<file path="config.mk">
export PLATFORM = sky130hd
export DESIGN_NAME = mem_wb_stage
export DESIGN_NICKNAME = d
export VERILOG_FILES = /design/src/rtl/mem_wb_stage.sv
export SDC_FILE = /design/constraint.sdc
export NUM_CORES = 1
export LEC_CHECK = 0
export BUFFER_PORTS_ARGS = -buffer_cell sky130_fd_sc_hd__clkbuf_2
export CAP_MARGIN = 10
export CORE_ASPECT_RATIO = 2
export CORE_UTILIZATION = 50
export DETAILED_ROUTE_END_ITERATION = 12
export PLACE_DENSITY = 0.93
export SLEW_MARGIN = 5
export SYNTH_ARGS = -nofsm -noshare
export SYNTH_HDL_FRONTEND = slang
export SYNTH_SLANG_ARGS = --single-unit
export TNS_END_PERCENT = 100
</file>
<file path="constraint.sdc">
create_clock -name clk -period 3 [get_ports clk]
set_clock_uncertainty 0.1 [all_clocks]
set_input_delay 0 -clock clk [delete_from_list [all_inputs] [get_ports clk]]
set_output_delay 0 -clock clk [all_outputs]
set_load 0.005 [all_outputs]
</file>
<file path="src/rtl/mem_wb_stage.sv">
// MEM/WB pipeline register and register-file write-back driver.
// It also exports the registered write to the forwarding unit and counts retired instructions.
module mem_wb_stage #(
    parameter int unsigned DATA_W = 32,
    parameter int unsigned CNT_W  = 32
) (
    input  logic              clk,
    input  logic              reset,
    input  logic              stall,
    input  logic              flush,
    input  logic              mem_valid,
    input  logic              mem_RegWrite,
    input  logic              mem_MemtoReg,
    input  logic [4:0]        mem_WriteReg,
    input  logic [DATA_W-1:0] mem_ALUResult,
    input  logic [DATA_W-1:0] mem_ReadData,
    output logic              wb_valid,
    output logic              RegWrite,
    output logic [4:0]        WriteReg,
    output logic [DATA_W-1:0] WriteData,
    output logic              fwd_en,
    output logic [CNT_W-1:0]  retired_count
);

    localparam int unsigned REG_W = 5;

    logic [DATA_W-1:0] writeDataNext;
    logic              regWriteNext;

    // Select the result before the register, and fold the $zero check in before the register too,
    // so that every output comes straight from a flop.
    always_comb begin
        writeDataNext = mem_ALUResult;
        if (mem_MemtoReg) begin
            writeDataNext = mem_ReadData;
        end
        regWriteNext = mem_valid & mem_RegWrite & (mem_WriteReg != REG_W'(0));
    end

    always_ff @(posedge clk) begin
        if (reset) begin
            wb_valid      <= 1'b0;
            RegWrite      <= 1'b0;
            WriteReg      <= REG_W'(0);
            WriteData     <= DATA_W'(0);
            retired_count <= CNT_W'(0);
        end else if (flush) begin
            wb_valid <= 1'b0;
            RegWrite <= 1'b0;
        end else if (!stall) begin
            wb_valid  <= mem_valid;
            RegWrite  <= regWriteNext;
            WriteReg  <= mem_WriteReg;
            WriteData <= writeDataNext;
            if (mem_valid) begin
                retired_count <= retired_count + CNT_W'(1);
            end
        end
    end

    assign fwd_en = RegWrite;

endmodule

</file>
Word-level counts from Yosys, hierarchy flattened. Index checks and enable logic that the tools add are counted.

Bits of input ports: 76. Output and inout bits: 72. Register bits: 71.

$add $sub $neg: 1. Reduce and logical (&&, ||, !) cells: 4. Bitwise operators: 4. Muxes and demuxes: 1.

Operator list (count): $add 32x1->32 const B (1); $mux 32 (1); $reduce_bool 5->1 (1); $reduce_and 3->1 (1); $and 1x1->1 (2); $not 1->1 (2); $reduce_and 2->1 (1); $reduce_or 2->1 (1).

Depth between registers and ports, before layout. Gate-level depths: netlist of run 1.

Depth after elaboration: 2. Gate-level depth with buffers: 7. Mapped depth without buffers: 5.

Worst setup path before layout of run 1. Ideal clock, no wire load.

Kind: register to register. From: reg retired_count[0]. To: reg retired_count[22]. Arrival time: 1.727 ns. Path slack: 1.050 ns. Stages on the path, launching flop included: 8. Data required time: 2.777 ns. Path buffers: 2. Setup time: 0.123 ns. Clock period less this slack: 1.950 ns. Cells stage by stage: dfxtp_1 -> ha_1 -> nor4bb_1 -> buf_2 -> nand3_1 -> clkbuf_1 -> nor4_1 -> mux2_1.

Cells in the longest elaborated chain, start to end: 1.

RTL lines: from (decl) (line 22) `output logic [CNT_W-1:0] retired_count`; from (signal assigned) (line 56) `retired_count <= retired_count + CNT_W'(1);`; $add 32x1->32 (line 56).

No other way between the ends. A chain may end at the register's enable or synchronous reset.

Worst setup path after layout of run 1.
From: in mem_MemtoReg. To: reg WriteData[20].

Cells in the longest elaborated chain, start to end: 1.

RTL lines: from (decl) (line 13) `input logic mem_MemtoReg,`; $mux 32 (line 34) `if (mem_MemtoReg) begin`; to (signal assigned) (line 54) `WriteData <= writeDataNext;`; to (decl) (line 20) `output logic [DATA_W-1:0] WriteData,`.

No other way between the ends.

==> results of run 1 <==
==> area by class of cell <==
class	count	area, sq um
multi-input cells	255	1660
repair buffers	223	1486
flip-flops and latches	71	1421
fillers	321	1069
clock buffers	13	270.3
well taps	84	105.1
clock inverters	3	40.04
inverters	1	3.754
==> cells in the final DEF, fill, tap and decap left out, drive strengths merged <==
cell type      n
and3           3
a32oi          1
xnor2          4
nor3           4
a211oi        32
nor4bb         1
nand4b         2
nand4         10
or4           14
o21ai          6
o31ai         13
nand2         21
clkbuf       160
dlygate4sd3   72
or3            6
inv            1
nor2          47
nand3         11
and4           5
ha             1
xor2           6
clkinv         2
or2            1
buf            4
dfxtp         71
nor3b          1
nor2b          2
mux2i         33
bufinv         1
and2           1
mux2           1
o31a           1
a21oi         25
nor4           2
o21ba          1
==> worst register-to-register path: stages, from the launching register on <==
cell     delay, ps
dfxtp_1        460
and3_1         300
nand4_1        460
or4_1          630
a21oi_1        210
==> flip-flops by register name (all words and copies together) (netlist names) <==
register	count
WriteData	32
retired_count	32
WriteReg	5
wb_valid	1
RegWrite	1
==> metrics by stage <==
step                      total power (W)  hold slack, ps
after floorplan                  0.001122          -20.69
after global placement           0.001221           138.3
after detailed placement         0.001233           147.0
after CTS                        0.002406           5.902
after global routing             0.002504           56.19
final                            0.002431           33.99
==> per-layer routing <==
metal	share of wire (%)	track usage, %	up-vias
li1	-	-	1729
met1	37	40.35	1811
met2	52	64.90	267
met3	8.5	8.774	37
met4	3.1	16.98	0
met5	0	0	-
==> logic make-up after synthesis <==
group | count (synthesis)
DFF | 71
muxes | 34
AOI/OAI and AO/OA | 79
adders and majority gates | 1
and+or+nand+nor | 131
buffers and inverters | 29
xor gates and xnor gates | 10
==> power breakdown <==
| group | switching [W] | leakage, nW | internal [W] |
|---|---|---|---|
| Clock | 0.000388 | 0.156 | 0.000709 |
| Sequential | 0.0000260 | 0.579 | 0.000978 |
| Combinational | 0.000150 | 1.48 | 0.000180 |
| Total | 0.000564 | 2.21 | 0.00187 |
==> how the worst min path moves through the flow <==
| stage | from | to | slack [ps] | depth (start not counted) |
|---|---|---|---|---|
| 6_report | stall | wb_valid | 30 | 3 |
| 4_1_cts | stall | wb_valid | 6 | 3 |
| 5_1_grt | stall | wb_valid | 60 | 3 |
| 3_3_place_gp | mem_WriteReg[2] | WriteReg[2] | 140 | 3 |
| 2_1_floorplan | flush | RegWrite | -20 | 1 |
| 3_5_place_dp | mem_WriteReg[3] | WriteReg[3] | 150 | 3 |
==> results by group, run 1 <==
Setup path
  • CP Launch Type: input port
  • Cell depth of the worst setup path: 5
  • Worst Setup SP: mem_MemtoReg
  • WS Path Type: input port to flop
  • CP cell instances: clkbuf_2, mux2i_1, dlygate4sd3_1, a211oi_1, dlygate4sd3_1
  • Crit path max fanout: 32
  • Worst Setup EP: WriteData[20]
  • FF-to-FF setup slack: 770 ps
  • R2r startpoint: retired_count[2]
  • Slowest stage delay, CP: 790 ps
  • Top delay family on crit path: buffers and inverters
  • Reg2Reg Depth: 4
  • CP most frequent cell: dlygate4sd3_1
  • CP Data Arrival Time: 2500 ps
  • Worst r2r dst: retired_count[29]
  • Crit path required time: 3170 ps
  • Slowest cell on crit path: clkbuf_2
  • Crit end category: flop
  • WP buf/inv: 3

Die
  • Initial Util: 52.67%
  • Die ar.: 0.006721 sq mm
  • Die Y-Extent: 114.9 um
  • Die width: 58.48 um
  • Num ports: 148
  • Std-Cell Rows: 40
  • Core Area: 0.006056 sq mm

Yosys
  • FFs w/ async S/R, synth: 0%
  • Post-synth top flop: dfxtp_1
  • Post-synth EDFFs: 0
  • Seq cells post-synth: 71
  • Post-synth top area share: 44.57%
  • Syn avg cell area: 8.984 sq um
  • Post-synth top area cell: dfxtp_1
  • Synthesized Nets: 432
  • Top post-synthesis cells by count: dfxtp_1, nor2_1, mux2i_1
  • Syn. warnings: 0
  • Synth Area in XOR/XNOR: 2.746%
  • Main combinational cell family by area after synthesis: simple AND/OR/NAND/NOR gates
  • Post-Synth Simple-Gate Area: 21.66%
  • Most frequent cell after synthesis: dfxtp_1
  • Adder-cell share of the synthesized area: 0.3923%
  • Post-synthesis mux area share: 10.71%
  • Synth area leaders: dfxtp_1, mux2i_1, a211oi_1
  • Synthesized area: 0.003189 sq mm
  • Yosys cell types: 36
  • Gate Count Post-Synth: 355
  • Complex-gate fraction of the synthesized area: 16.32%
  • Register area share after synthesis: 44.57%

Global routing
  • Tot GR Track Use: 36.72%
  • Number of global-route vias before repair: 3,775
  • Largest net degree at the start of global routing: 70
  • First-pass GRT wire length: 18.57 mm
  • GRT overflow: 0
  • Antenna violations before repair: 0

Layout
  • Final Net Count: 638
  • Post-route cell area: 0.004987 sq mm
  • Final std cells w/o fill: 650
  • Antenna diodes: 0
  • Share of layout cells above drive strength 1: 30.04%
  • Layout area overhead: 56.37%
  • Fin util: 82.36%

Min path
  • Hold WC Path Type: input port to flop

Detailed routing
  • Initial DRC Count: 399
  • Vias: 3,844
  • Final ANT Viol Nets: 0
  • Pre-antenna DRT Iters: 6
  • Post-DR vias/cell: 5.914
  • DR WL/cell: 18.42 um
  • Drt drc: 0
  • Final WL: 11.97 mm

STA
  • Slew Limit Fails: 0
  • Fin worst setup slack: 671.0 ps
  • Tcrit/Tclk final: 77.63%
  • Worst-margin pin slew: 1068 ps
  • Final setup violation count: 0
  • Clock period minus worst slack: 2329 ps
  • Fin. Hold Viols: 0
  • TNS Setup: 0 ps
  • FMAX: 0.4294 GHz
  • RSZ-0062 raised after global routing: false
  • Max_slew headroom: 28.79%

Placed design
  • Dpl hpwl: 6.499 mm
  • Placement Setup Slack: 817.9 ps
  • Placed insts: 562
  • I/O Buffers: 147
  • Placer Congestion: 0.8336
  • Placed cell areas: 0.003956 sq mm

Clock network
  • Worst-path clk slew: 60 ps
  • Root Buffer: clkbuf_16
  • CTS Buf Count: 9
  • Latest clock arrival within the worst-skew pair: 330 ps
  • Sink Count: 71
  • H-tree levels: 3
  • Count of cells resized by post-cts repair: 0
  • Hold buffers post-CTS: 72
  • CTS tree: built
  • Post-CTS setup buffers: 0
  • Longest Clk Path Bufs: 2

Job
  • Max capacitance violation total: 0

Pwr
  • LEAKAGE: 2.210 nW
  • PD cells: 487.4 mW/mm^2
  • Max rail drop VDD: 0.0003850 V

Outcome
  • Status: completed
Power figures use the tool's default switching activity.
==> inputs of run 2 (changes only) <==
- CORE_UTILIZATION: 50 -> 42
- PLACE_DENSITY: 0.93 -> 0.84
- clock period: 3 -> 2.05 ns (I/O delays scaled with it)
==> run 2 against run 1 <==
Against the previous run:
- sequential power increased by 47%
- utilization decreased by 11 points
- global-route usage decreased by 7.1 points
- total power increased by 43%
- setup slack got worse by 600 ps
- critical path type unchanged
- clock power increased by 40%
- register-to-register slack got worse by 690 ps
- critical endpoint is now retired_count[31]
- critical path depth increased by 1
==> results by group, run 2 (synthesis gave the netlist of run 1 again) <==
Global routing
  • Number of global-route vias before repair: 3,901
  • Antenna violations before repair: 0
  • Met3 Use GR: 8.759%
  • Met1 Resource Use GR: 28.50%
  • Tot GR Track Use: 29.67%
  • GRT overflow: 0
  • Largest net degree at the start of global routing: 70
  • M2 GR Usage: 53.44%
  • First-pass GRT wire length: 18.17 mm
  • Most Crowded Layer GR: met2

Detailed routing
  • Post-DR vias/cell: 5.591
  • Final ANT Viol Nets: 0
  • Drt drc: 0
  • Initial DRC Count: 166
  • Vias: 3,785
  • Pre-antenna DRT Iters: 4
  • DR WL/cell: 17.29 um
  • Final WL: 11.70 mm

Layout
  • Layout area overhead: 63.01%
  • Top Registers: WriteData: 32 flops, retired_count: 32 flops, WriteReg: 5 flops
  • Fin util: 71.00%
  • Antenna diodes: 0
  • Most frequent cells in the layout: clkbuf_2, dlygate4sd3_1, dfxtp_1
  • Share of layout cells above drive strength 1: 33.16%
  • Most common cell after layout, fill and taps aside: clkbuf_2
  • Final Net Count: 657
  • Fillers: 482

Die
  • Initial Util: 43.56%
  • Die ar.: 0.007967 sq mm
  • Num ports: 148
  • Std-Cell Rows: 44
  • Die width: 63.62 um
  • Die Y-Extent: 125.2 um
  • Core Area: 0.007322 sq mm

Setup path
  • CP Launch Type: input port
  • Slowest cell on crit path: dlygate4sd3_1
  • FF-to-FF setup slack: 80 ps
  • Crit path required time: 2220 ps
  • CP cell instances: dlygate4sd3_1, clkbuf_2, nand4b_1, or4_4, or4_1, a21oi_1
  • Crit end category: flop
  • Slowest stage delay, CP: 550 ps
  • Top delay family on crit path: simple AND/OR/NAND/NOR gates
  • WS Path Type: input port to flop
  • Crit path max fanout: 8
  • CP Data Arrival Time: 2140 ps
  • WP buf/inv: 2

Clock network
  • CTS tree: built
  • Longest Clk Path Bufs: 2
  • CTS Buf Count: 9
  • Latest clock arrival within the worst-skew pair: 340 ps
  • Worst-path clk slew: 50 ps
  • H-tree levels: 3
  • Sink Count: 71
  • Root Buffer: clkbuf_16

STA
  • Clock period minus worst slack: 1976 ps
  • Slew Limit Fails: 0
  • Max_slew headroom: 53.98%
  • Tcrit/Tclk final: 96.40%
  • Final setup violation count: 0
  • Worst-margin pin slew: 690.3 ps
  • RSZ-0062 raised after global routing: false
  • Fin worst setup slack: 73.78 ps
  • Fin. Hold Viols: 0
  • FMAX: 0.5060 GHz

Min path
  • Hold WC Path Type: input port to flop

Pwr
  • Max rail drop VDD: 0.0005686 V
  • PD cells: 670.9 mW/mm^2
  • Total power of the final layout: 0.003488 W
  • LEAKAGE: 2.308 nW

Placed design
  • Placer Congestion: 0.8134
  • I/O Buffers: 147
  • Placement Setup Slack: -134.4 ps
  • Dpl hpwl: 6.525 mm

Job
  • Max capacitance violation total: 0

Outcome
  • Status: completed
-- run 2: path summary, 6_finish.rpt --
kind,start,to,depth (start not counted)
worst max register to register,retired_count[22],retired_count[31],4
worst max-delay path,flush,retired_count[31],6
worst min-delay path,stall,RegWrite,3
worst min register to register,WriteReg[4],WriteReg[4],2
-- run 2: worst min-delay path: stages --
cell and delay, ps:
clkbuf_2 180, a32oi_1 180, nor3_1 60
-- run 2: through the flow --
| stage | hold WS (ps) | setup TNS (ps) | instances | instance area [sq um] |
|---|---|---|---|---|
| after global routing | 65.10 | 0 | 677 | 5199 |
| final | 39.29 | 0 | 677 | 5199 |
| after CTS | 19.96 | 0 | 674 | 5154 |
| after detailed placement | 147.3 | -411.3 | 585 | 4116 |
| after global placement | 145.9 | 0 | 585 | 4116 |
| after floorplan | -20.69 | 0 | 355 | 3189 |
-- run 2: per-layer routing --
layer  vias up  routed length, um
met5         -                  0
met3        42                891
li1       1767                  -
met4         0                594
met2       202               6027
met1      1774               4190
-- run 2: area by class of cell --
class                      count  area, sq um  share of cell area, %
clock buffer                  13        250.2                  4.813
inverter                       1        3.754                0.07220
tap                           92        115.1                  2.214
sequential                    71         1426                  27.44
clock inverter                 3        42.54                 0.8183
timing repair buffer         242         1667                  32.06
multi-input combinational    255         1694                  32.59
-- run 2: timing repair --
item	4_1_cts	5_1_grt
hold endpoints to repair	39	0
buffers inserted	1	3
pin swaps	0	4
setup endpoints to repair	9	8
gates resized for setup	4	5
hold buffers	72	0
-- run 2: power by group --
part           total (W)  internal, W  switching, W
clock            0.00154     0.000973      0.000562
combinational   0.000486     0.000271      0.000216
sequential       0.00147      0.00143     0.0000349
==> inputs of run 3 (changes only) <==
- ABC_AREA: unset -> 1
- CORE_UTILIZATION: 42 -> 43
- PLACE_DENSITY: 0.84 -> 0.85
==> run 3 against run 2 <==
Against the previous run:
- wire length is 13% higher
- register-to-register slack better by 300 ps
- synthesized cell count is 38% higher
- clock power is 10% higher
- highest routed layer unchanged
- critical path type unchanged
- critical endpoint is now WriteData[9]
==> results by group, run 3 <==
Outcome
  • Status: completed

Global routing
  • Tot GR Track Use: 33.35%
  • GRT overflow: 0
  • Largest net degree at the start of global routing: 42
  • Antenna violations before repair: 0
  • Number of global-route vias before repair: 4,497
  • First-pass GRT wire length: 20.86 mm

Detailed routing
  • Final ANT Viol Nets: 0
  • Drt drc: 0
  • Vias: 4,492
  • Pre-antenna DRT Iters: 5
  • DR WL/cell: 16.29 um
  • Post-DR vias/cell: 5.546
  • Initial DRC Count: 417
  • Final WL: 13.19 mm

Clock network
  • H-tree levels: 3
  • Sink Count: 71
  • Worst-path clk slew: 60 ps
  • Longest Clk Path Bufs: 2
  • CTS Buf Count: 9
  • Latest clock arrival within the worst-skew pair: 340 ps
  • Root Buffer: clkbuf_16
  • CTS tree: built

Setup path
  • CP cell instances: dlygate4sd3_1, clkbuf_2, nor2_4, clkinv_1, buf_4, a21oi_1, a21oi_1, dlygate4sd3_1
  • Crit end category: flop
  • Slowest cell on crit path: dlygate4sd3_1
  • WS Path Type: input port to flop
  • Crit path required time: 2160 ps
  • Crit path max fanout: 34
  • CP Data Arrival Time: 2130 ps
  • CP Launch Type: input port
  • Slowest stage delay, CP: 580 ps
  • FF-to-FF setup slack: 380 ps

Yosys
  • Most frequent cell after synthesis: nand2_1
  • Syn. warnings: 0
  • Top post-synthesis cells by count: nand2_1, a21oi_1, dfxtp_1
  • Syn avg cell area: 6.810 sq um
  • Synthesized Nets: 567
  • FFs w/ async S/R, synth: 0%
  • Post-synth top flop: dfxtp_1
  • Gate Count Post-Synth: 490
  • Synth area leaders: dfxtp_1, a21oi_1, nand2_1
  • Seq cells post-synth: 71
  • Post-synth top area share: 42.59%
  • Yosys cell types: 27
  • Post-synth top area cell: dfxtp_1
  • Post-synth EDFFs: 0
  • Register area share after synthesis: 42.59%
  • Synthesized area: 0.003337 sq mm

STA
  • Clock period minus worst slack: 2019 ps
  • Tcrit/Tclk final: 98.49%
  • Slew Limit Fails: 0
  • Final setup violation count: 0
  • Fin worst setup slack: 30.97 ps
  • Fin. Hold Viols: 0
  • Worst-margin pin slew: 473.4 ps
  • FMAX: 0.4953 GHz
  • Max_slew headroom: 68.40%

Pwr
  • Int Pwr: 0.002777 W
  • Max rail drop VDD: 0.0005607 V
  • Seq pwr share: 40.4%
  • Sw Pwr: 0.0008553 W
  • Clk pwr share: 46.8%
  • PD cells: 689.0 mW/mm^2
  • LEAKAGE: 2.495 nW
  • Gate power share: 12.8%
  • Switching share of total power: 23.55%

Job
  • Max capacitance violation total: 0

Placed design
  • Placer Congestion: 0.9672
  • I/O Buffers: 147
  • Placement Setup Slack: 385.9 ps
  • Dpl hpwl: 7.901 mm

Layout
  • Fillers: 557
  • Top Registers: WriteData: 32 flops, retired_count: 32 flops, WriteReg: 5 flops
  • Layout area overhead: 57.97%
  • Final Net Count: 788
  • Antenna diodes: 0
  • Fin util: 69.87%
  • Most common cell after layout, fill and taps aside: clkbuf_2
  • Most frequent cells in the layout: clkbuf_2, nand2_1, a21oi_1
  • Share of layout cells above drive strength 1: 26.12%

Die
  • Die width: 64.29 um
  • Die Y-Extent: 126.6 um
  • Initial Util: 44.23%
  • Num ports: 148
  • Die ar.: 0.008138 sq mm
  • Core Area: 0.007545 sq mm
  • Std-Cell Rows: 45

Min path
  • Hold WC Path Type: input port to flop
-- run 3: cell count changes in the layout (fill, tap and decap cells not counted), sizes merged, moves of 18 or more --
cell,change
a211oi,-32
a21oi,+59
nor2,+18
mux2i,-33
o21ai,+40
inv,+44
nand2,+83
-- run 3: cells by family after synthesis --
group,count (synthesis),share of synthesized area (%)
AO/OA/AOI/OAI,132,19.95
XOR/XNOR,3,0.7875
adder cells (fa/ha/maj),1,0.3749
buffers and inverters,68,7.761
flip-flops,71,42.59
AND/OR/NAND/NOR,215,28.53
-- run 3: final cells by class --
| cell class | count | area [sq um] | share of cell area [%] |
|---|---|---|---|
| Clock buffer | 11 | 242.7 | 4.605 |
| Clock inverter | 5 | 81.33 | 1.543 |
| Inverter | 46 | 172.7 | 3.276 |
| Multi-Input combinational cell | 351 | 1660 | 31.50 |
| Sequential cell | 71 | 1421 | 26.96 |
| Tap cell | 94 | 117.6 | 2.231 |
| Timing Repair Buffer | 232 | 1575 | 29.88 |
-- run 3: critical path, delay by kind of cell --
kind            cells  cell delay (ps)
compound gates      2              310
simple gates        1              190
buf+inv             5             1610
-- run 3: layer usage --
layer  GRT usage, %  up-vias  share of wire [%]
met2          59.07      301                 52
met1          32.62     2059                 33
met5              0        -                  0
met3          8.004       71                8.4
li1               -     2061                  -
met4          24.18        0                6.1
-- run 3: timing repair --
item	CTS	global route
endpoints found under the hold margin	50	0
setup endpoints to repair	0	32
resized for setup	0	4
setup buffers	0	2
hold buffers	76	0
-- run 3: power by group through the flow --
stage	Clock (W)	Combinational [W]	Sequential, W
floorplan	0	0.000136	0.00149
global placement	0	0.000295	0.00149
detailed placement	0	0.000305	0.00149
CTS	0.00172	0.000426	0.00146
global route	0.00177	0.000501	0.00147
finish	0.00170	0.000467	0.00147
-- run 3: worst paths after layout --
kind                     start                 to  depth (start not counted)
max                      flush       WriteData[9]                          8
min          mem_ALUResult[15]      WriteData[15]                          4
max reg2reg   retired_count[1]  retired_count[26]                          9
min reg2reg           RegWrite           RegWrite                          2
-- run 3: metrics by stage --
| step | setup TNS (ps) | total power (W) | hold WS [ps] | std cells | instance area [sq um] |
|---|---|---|---|---|---|
| finish | 0 | 0.003632 | 374.9 | 810 | 5271 |
| global route | -4.835 | 0.003741 | 386.5 | 810 | 5271 |
| CTS | 0 | 0.003602 | 350.1 | 808 | 5241 |
| detailed placement | 0 | 0.001794 | 141.8 | 716 | 4156 |
| global placement | 0 | 0.001782 | 126.5 | 716 | 4156 |
| floorplan | 0 | 0.001627 | 34.90 | 490 | 3337 |
